## config.mk

```make
export PLATFORM = sky130hd
export DESIGN_NAME = pattern_tx_flat
export DESIGN_NICKNAME = d
export VERILOG_FILES = /design/src/rtl/pattern_tx_if.sv /design/src/rtl/pattern_tx.sv /design/src/flat_wrapper.sv
export SDC_FILE = /design/constraint.sdc
export NUM_CORES = 1
export LEC_CHECK = 0
export CAP_MARGIN = 20
export CORE_UTILIZATION = 45
export CTS_CLUSTER_DIAMETER = 120
export DETAILED_ROUTE_END_ITERATION = 10
export HOLD_SLACK_MARGIN = 0.05
export PLACE_DENSITY = 0.69
export SLEW_MARGIN = 20
export SYNTH_ARGS = -nofsm -noshare
export SYNTH_HDL_FRONTEND = slang
export SYNTH_SLANG_ARGS = --single-unit
```

## constraint.sdc

```tcl
create_clock -name clk -period 2.1 [get_ports clk]
set_clock_uncertainty 0.2 [all_clocks]
set_input_delay 0.21 -clock clk [delete_from_list [all_inputs] [get_ports clk]]
set_output_delay 0.21 -clock clk [all_outputs]
set_load 0.02 [all_outputs]
```

## src/rtl/pattern_tx_if.sv

```systemverilog
// Handshake and serial-output bundle between sequence control and pattern_tx.
interface pattern_tx_if #(
    parameter int unsigned PAT_W = 4,
    parameter int unsigned CNT_W = 4
);
    logic             start;
    logic [PAT_W-1:0] pattern;
    logic [CNT_W-1:0] repeat_cnt;
    logic             bit_en;
    logic             o;
    logic             busy;
    logic             done;

    modport master (
        output start, pattern, repeat_cnt, bit_en,
        input  o, busy, done
    );

    modport slave (
        input  start, pattern, repeat_cnt, bit_en,
        output o, busy, done
    );
endinterface

```

## src/rtl/pattern_tx.sv

```systemverilog
// Serial pattern transmitter: sends a captured pattern MSB-first, repeat_cnt times, one bit per bit_en.
// Define PATTERN_TX_PARITY_EN to append an even-parity bit after every repetition.
module pattern_tx #(
    parameter int unsigned PAT_W = 4,
    parameter int unsigned CNT_W = 4
) (
    input logic         clk,
    input logic         n_rst,
    pattern_tx_if.slave bus
);
    localparam int unsigned IDX_W = $clog2(PAT_W);

    typedef enum logic [1:0] {
        IDLE   = 2'd0,
`ifdef PATTERN_TX_PARITY_EN
        PARITY = 2'd2,
`endif
        SHIFT  = 2'd1
    } state_t;

    state_t           state, state_n;
    logic [PAT_W-1:0] pat, pat_n;
    logic [PAT_W-1:0] shreg, shreg_n;
    logic [IDX_W-1:0] idx, idx_n;
    logic [CNT_W-1:0] rcnt, rcnt_n;
    logic             o, o_n;
    logic             busy, busy_n;
    logic             done, done_n;

    // State and datapath registers; outputs are registered alongside the state.
    always_ff @(posedge clk or negedge n_rst) begin
        if (!n_rst) begin
            state <= IDLE;
            pat   <= '0;
            shreg <= '0;
            idx   <= '0;
            rcnt  <= '0;
            o     <= 1'b0;
            busy  <= 1'b0;
            done  <= 1'b0;
        end else begin
            state <= state_n;
            pat   <= pat_n;
            shreg <= shreg_n;
            idx   <= idx_n;
            rcnt  <= rcnt_n;
            o     <= o_n;
            busy  <= busy_n;
            done  <= done_n;
        end
    end

    // Next-state and next-output logic.
    always_comb begin
        state_n = state;
        pat_n   = pat;
        shreg_n = shreg;
        idx_n   = idx;
        rcnt_n  = rcnt;
        o_n     = o;
        busy_n  = busy;
        done_n  = 1'b0;

        case (state)
            IDLE: begin
                o_n    = 1'b0;
                busy_n = 1'b0;
                if (bus.start) begin
                    if (bus.repeat_cnt != '0) begin
                        pat_n   = bus.pattern;
                        shreg_n = bus.pattern;
                        idx_n   = '0;
                        rcnt_n  = bus.repeat_cnt;
                        state_n = SHIFT;
                        o_n     = bus.pattern[PAT_W-1];
                        busy_n  = 1'b1;
                    end else begin
                        done_n = 1'b1;
                    end
                end
            end

            SHIFT: begin
                busy_n = 1'b1;
                if (bus.bit_en) begin
                    if (idx != IDX_W'(PAT_W - 1)) begin
                        shreg_n = shreg << 1;
                        idx_n   = idx + IDX_W'(1);
                        o_n     = shreg[PAT_W-2];
                    end else begin
`ifdef PATTERN_TX_PARITY_EN
                        state_n = PARITY;
                        o_n     = ^pat;
`else
                        rcnt_n = rcnt - CNT_W'(1);
                        if (rcnt != CNT_W'(1)) begin
                            shreg_n = pat;
                            idx_n   = '0;
                            o_n     = pat[PAT_W-1];
                        end else begin
                            state_n = IDLE;
                            o_n     = 1'b0;
                            busy_n  = 1'b0;
                            done_n  = 1'b1;
                        end
`endif
                    end
                end
            end

`ifdef PATTERN_TX_PARITY_EN
            PARITY: begin
                busy_n = 1'b1;
                if (bus.bit_en) begin
                    rcnt_n = rcnt - CNT_W'(1);
                    if (rcnt != CNT_W'(1)) begin
                        shreg_n = pat;
                        idx_n   = '0;
                        state_n = SHIFT;
                        o_n     = pat[PAT_W-1];
                    end else begin
                        state_n = IDLE;
                        o_n     = 1'b0;
                        busy_n  = 1'b0;
                        done_n  = 1'b1;
                    end
                end
            end
`endif

            default: begin
                state_n = IDLE;
                o_n     = 1'b0;
                busy_n  = 1'b0;
            end
        endcase
    end

    assign bus.o    = o;
    assign bus.busy = busy;
    assign bus.done = done;
endmodule

```

## src/flat_wrapper.sv

```systemverilog
// flat-port wrapper written by rule: the top's interface ports become plain ports
module pattern_tx_flat 
#(
    parameter int unsigned PAT_W = 4,
    parameter int unsigned CNT_W = 4
)
  (clk, n_rst, bus_start, bus_pattern, bus_repeat_cnt, bus_bit_en, bus_o, bus_busy, bus_done);
  pattern_tx_if #(.PAT_W(PAT_W), .CNT_W(CNT_W)) bus_i ();
  input logic clk;
  input logic n_rst;
  input wire logic [$bits(bus_i.start)-1:0] bus_start;
  input wire logic [$bits(bus_i.pattern)-1:0] bus_pattern;
  input wire logic [$bits(bus_i.repeat_cnt)-1:0] bus_repeat_cnt;
  input wire logic [$bits(bus_i.bit_en)-1:0] bus_bit_en;
  output wire logic [$bits(bus_i.o)-1:0] bus_o;
  output wire logic [$bits(bus_i.busy)-1:0] bus_busy;
  output wire logic [$bits(bus_i.done)-1:0] bus_done;
  assign bus_i.start = bus_start;
  assign bus_i.pattern = bus_pattern;
  assign bus_i.repeat_cnt = bus_repeat_cnt;
  assign bus_i.bit_en = bus_bit_en;
  assign bus_o = bus_i.o;
  assign bus_busy = bus_i.busy;
  assign bus_done = bus_i.done;
  pattern_tx #(.PAT_W(PAT_W), .CNT_W(CNT_W)) u_core (.clk(clk), .n_rst(n_rst), .bus(bus_i));
endmodule
```

### Word-level counts from Yosys, hierarchy flattened

Index checks and enable logic that the tools add are counted.

| cells by class | value |
|---|---|
| add/subtract/negate cells | 2 |
| equality and inequality tests | 9 |
| muxes and demuxes | 41 |
| reduce and logical (&&, ||, !) cells | 7 |

Operator list:

| operator | count |
|---|---|
| $mux 2 | 10 |
| $mux 4 | 4 |
| $mux 1 | 15 |
| $mux 3 | 5 |
| $reduce_and 5->1 | 3 |
| $ne 2x2->1 const B | 5 |
| $pmux 2 s2 | 2 |
| $pmux 4 s2 | 1 |
| $pmux 1 s2 | 3 |
| $pmux 3 s2 | 1 |
| $ne 4x1->1 const B | 1 |
| $reduce_bool 4->1 | 1 |
| $sub 4x1->4 const B | 1 |
| $ne 3x1->1 const B | 1 |
| $reduce_and 3->1 | 1 |
| $add 2x1->2 const B | 1 |
| $eq 2x1->1 const B | 1 |
| $logic_not 2->1 | 1 |
| $ne 2x1->1 const B | 1 |
| $reduce_bool 2->1 | 1 |

| storage, ports and cells | value |
|---|---|
| register bits after elaboration | 18 |
| input port bits | 12 |
| output and inout port bits | 3 |
| word-level logic and storage cells | 67 |

### Logic depth before layout (Yosys ltp)

| logic depth | value |
|---|---|
| word-level depth | 5 |
| mapped depth | 6 |
| depth with buffers taken out | 5 |

### Least setup slack after synthesis

OpenSTA, ideal clock, no wires.

| timing path | value |
|---|---|
| path kind | reg-to-reg |
| from | register u_core.idx[0] |
| to | register u_core.shreg[0] |
| setup time | 0.125 ns |
| data arrival time | 1.473 ns |
| required time | 1.775 ns |
| path slack | 0.302 ns |
| stages on the path, launching flop included | 6 |
| path buffers | 1 |
| clock period less this slack | 1.798 ns |
| cells stage by stage | dfrtp_1 -> ha_1 -> buf_2 -> and4bb_2 -> o22ai_2 -> mux2_2 |

| between the ends | value |
|---|---|
| cells in the longest elaborated chain, start to end | 4 |
| elaborated cells between the ends (all ways) | 6 |
| those cells by class | eq/ne: 2; mux: 3; reduce/logical: 1 |

Ends and longest elaborated chain:

| what | RTL line | RTL |
|---|---|---|
| from (decl) | pattern_tx.sv:24 | `logic [IDX_W-1:0] idx, idx_n;` |
| from (signal assigned) | pattern_tx.sv:45 | `idx <= idx_n;` |
| $ne 2x2->1 (*) | pattern_tx.sv:86 | `if (idx != IDX_W'(PAT_W - 1)) begin` |
| $mux 3 | pattern_tx.sv:86 |  |
| $mux 3 | pattern_tx.sv:85 | `if (bus.bit_en) begin` |
| $pmux 3 s2 | pattern_tx.sv:64 | `case (state)` |
| to (signal assigned) | pattern_tx.sv:44 | `shreg <= shreg_n;` |
| to (decl) | pattern_tx.sv:23 | `logic [PAT_W-1:0] shreg, shreg_n;` |

Mark *: on every way between the ends. The rest lies on a longest branch, timed or not. The select of a mux whose other input is x is not followed.
A chain may end at the register's enable or synchronous reset.

### Final worst setup path

| timing path | value |
|---|---|
| from | register u_core.rcnt[0] |
| to | register u_core.shreg[2] |

| between the ends | value |
|---|---|
| cells in the longest elaborated chain, start to end | 3 |

Ends and longest elaborated chain:

| what | RTL line | RTL |
|---|---|---|
| from (decl) | pattern_tx.sv:25 | `logic [CNT_W-1:0] rcnt, rcnt_n;` |
| from (signal assigned) | pattern_tx.sv:46 | `rcnt <= rcnt_n;` |
| $ne 4x1->1 | pattern_tx.sv:96 | `if (rcnt != CNT_W'(1)) begin` |
| $ne 3x1->1 (no line) | n/a |  |
| $reduce_and 5->1 (no line) | n/a |  |

Every way passes these cells.

==> summary.txt <==
Logic synthesis
  – Area contributors post-synth: dfrtp_1 (46%), mux2_2 (8.6%), ha_1 (4.1%)
  – Post-Syn Area: roughly 920 sq um
  – Post-synth top area cell: dfrtp_1
  – Instance count of the mapped netlist: 84
  – Share of the synthesized area in the top cell type: 46.2%
  – Synth warnings: 0
  – Register area share after synthesis: a little under half
  – Synth cell types: 31
  – Yosys reg bits: 17
  – Synth Net Count: around 100
  – Syn avg cell area: about 11 sq um

Route
  – DR vias: 703
  – Drt pass-1 iters: 4
  – Wl on met1: 854 microns
  – Routed length on met2: 766 microns
  – WL final: between 1.5 and 2 mm
  – Post-route ant nets: 0
  – Metal3 WL: around 95 microns
  – Routed vias/inst: between 5 and 6
  – Drt wl/cell: 13.7 microns
  – Initial DRC count: 7
  – Uppermost layer routed: met4
  – # DRC: 0

Worst setup path
  – Worst Reg-to-Reg Cells: 4
  – Critical Path Fanout Max: 5
  – Crit. End Element: flop
  – CP Capture Point: u_core.shreg[2]$_DFFE_PN0P_
  – R2r endpoint: u_core.shreg[2]$_DFFE_PN0P_
  – Required @ worst endpoint: about 2.1 ns
  – Critical Path Start: u_core.rcnt[0]$_DFFE_PN0P_
  – Crit path DAT: between 1.5 and 2 ns
  – Crit path launch type: flop
  – Reg-to-reg setup timing slack: slightly above 0.3 ns
  – CP Class: reg -> reg
  – RR Startpoint: u_core.rcnt[0]$_DFFE_PN0P_

Clocking
  – H-tree levels: 1
  – CTS Sinks: 17
  – Clock Pin Slew Worst Setup and Hold Paths: 0.10 ns
  – Longest Clk Path Bufs: 2
  – CTS buffer count: 3
  – # Post-CTS Setup Buffers: 0
  – Clk root buf: clkbuf_4
  – Later-pin clock latency in the skew report: 0.30 ns
  – CTS tree: yes
  – PostCTS Resize Cnt: 0

Finish
  – Most common cell after layout, fill and taps aside: dfrtp_1
  – Layout area overhead: 24.9%
  – Number of diodes: 0
  – Nets@finish: 120
  – Layout cells sized above 1: between 20 and 25%
  – Commonest non-fill, non-tap cells in the layout: dfrtp_1 (17), clkdlybuf4s50_1 (14), mux2_2 (7)

Die
  – Die ar.: between 2000 and 2500 sq um
  – IO Count: 15
  – Die extent in y: approximately 47 microns
  – Chip Width: about 47 microns
  – Core ar.: 1820 sq um
  – Initial core utilization: between 50 and 60%
  – # rows: 15

Power
  – Clk network pwr share: around 14%
  – Cell Pwr Density: between 1000 and 1500 nW/um^2
  – VDD IR-drop max: 604 uV
  – Switching pwr: 0.461 mW
  – LEAKAGE: ~0.48 nW
  – Sw Ratio: 35.5%
  – Seq pwr share: between 40 and 50%
  – Internal Power: 0.836 mW
  – Combinational power share: about two fifths

Timing
  – Final Hold Vio Count: 0
  – Max-slew violations: 0
  – RSZ-0062 raised after global routing: no
  – Final Critical Period: between 1.5 and 2 ns
  – Crit share post-route: between 80 and 90%
  – FMAX: ~0.56 GHz
  – Worst-margin pin slew: around 0.42 ns
  – # setup viols final: 0
  – Slew headroom: 71.9%
  – Worst setup margin: 0.307 ns
  – Final setup TNS: 0 ns

Run
  – Maxcap violations: 0

Global route
  – Total routing usage reported by global routing: about a fifth
  – Vias in the first global route: about 640
  – Global-route wire length before repair: about 2.8 mm
  – Initial antenna violation count: 0
  – Total congestion overflow: 0
  – Largest net degree at the start of global routing: 18

Placed design
  – Detail Placement HPWL: roughly 1.2 mm
  – RD Place Congestion: between 0.7 and 0.8
  – Post-Place Worst Slack: 0.197 ns
  – Port Buffers: 14

Worst hold path
  – HP Start: bus_pattern[3]
  – Worst hold path class: in -> reg

Status
  – Status: completed
## worst min path at each step
stage,depth (start not counted),slack [ns],to
floorplan,0,-0.29,u_core.bus.busy$_DFF_PN0_
global placement,1,0.29,u_core.pat[0]$_DFFE_PN0P_
detailed placement,1,0.30,u_core.pat[0]$_DFFE_PN0P_
CTS,2,0.28,u_core.bus.o$_DFFE_PN0P_
global route,2,0.32,u_core.bus.o$_DFFE_PN0P_
finish,2,0.28,u_core.bus.o$_DFFE_PN0P_
## power groups by stage
stage          sequential, mW  combinational (mW)  clock (mW)
2_1_floorplan           0.573               0.377           0
6_report                0.578               0.540       0.179
3_5_place_dp            0.584               0.539           0
3_3_place_gp            0.582               0.525           0
4_1_cts                 0.579               0.545       0.184
5_1_grt                 0.597               0.606       0.195
## flip-flops by register name, indices dropped and copies added (netlist names)
name,flops
u_core.rcnt,4
u_core.state,1
u_core.idx,2
u_core.bus.busy,1
u_core.shreg,3
u_core.bus.done,1
u_core.bus.o,1
u_core.pat,4
## final cells by class
type	instances	area (sq um)
Tap cell	25	31.3
Inverter	6	22.5
Timing Repair Buffer	20	188
Fill cell	165	671
Clock inverter	1	5.00
Multi-Input combinational cell	57	455
Sequential cell	17	425
Clock buffer	3	22.5
## synth_stat cells
cell type,instances
xnor2_1,1
ha_1,3
nor2_2,1
buf_2,2
inv_1,6
nand2_1,4
nor2_1,3
nor3_1,1
and2_1,1
or3_1,1
and4bb_2,1
a21bo_2,1
mux2_2,7
nand3_1,4
nor4_4,1
o221a_2,1
a221oi_1,4
xor2_1,1
mux2i_1,2
dfrtp_1,17
a21o_1,2
o41ai_2,1
o22ai_2,1
nand3b_1,2
o2bb2ai_1,2
o21ai_0,4
a31oi_1,1
clkbuf_1,2
nand2b_1,1
a21oi_1,5
nor3b_1,1
## stage by stage
| step | area [sq um] | cells | total power [mW] | util, % | hold slack [ns] |
|---|---|---|---|---|---|
| after CTS | 1150 | 129 | 1.31 | 63.2 | 0.283 |
| after global routing | 1150 | 129 | 1.40 | 63.2 | 0.321 |
| after floorplan | 921 | 84 | 0.950 | - | -0.286 |
| after global placement | 1110 | 124 | 1.11 | 61.1 | 0.292 |
| final | 1150 | 129 | 1.30 | 63.2 | 0.280 |
| after detailed placement | 1110 | 124 | 1.12 | 61.1 | 0.300 |
## metal layers
layer  track usage (%)  vias to the layer above
li1                  -                      347
met1              25.2                      329
met2              28.8                       22
met3              2.31                        5
met4              13.7                        0
met5                 0                        -
## critical path, cell delays in order, from the launching register on
cell and delay [ns]:
dfrtp_1 0.45, ha_1 0.23, and4bb_2 0.23, o22ai_2 0.21, mux2_2 0.37
## kinds of logic after synthesis
kind of cell               count (synthesis)  share of synthesized area (%)
adders and majority gates                  3                           4.08
xor gates and xnor gates                   2                           1.90
DFF                                       17                           46.2
AOI/OAI and AO/OA                         22                           18.3
buffers and inverters                     10                           4.35
and+or+nand+nor                           21                           14.4
muxes                                      9                           10.7
## repair_timing
action	4_1_cts	5_1_grt
hold buffers	1	0
endpoints found under the setup margin	0	0
endpoints found under the hold margin	17	0
(Power assumes the default switching activity.)
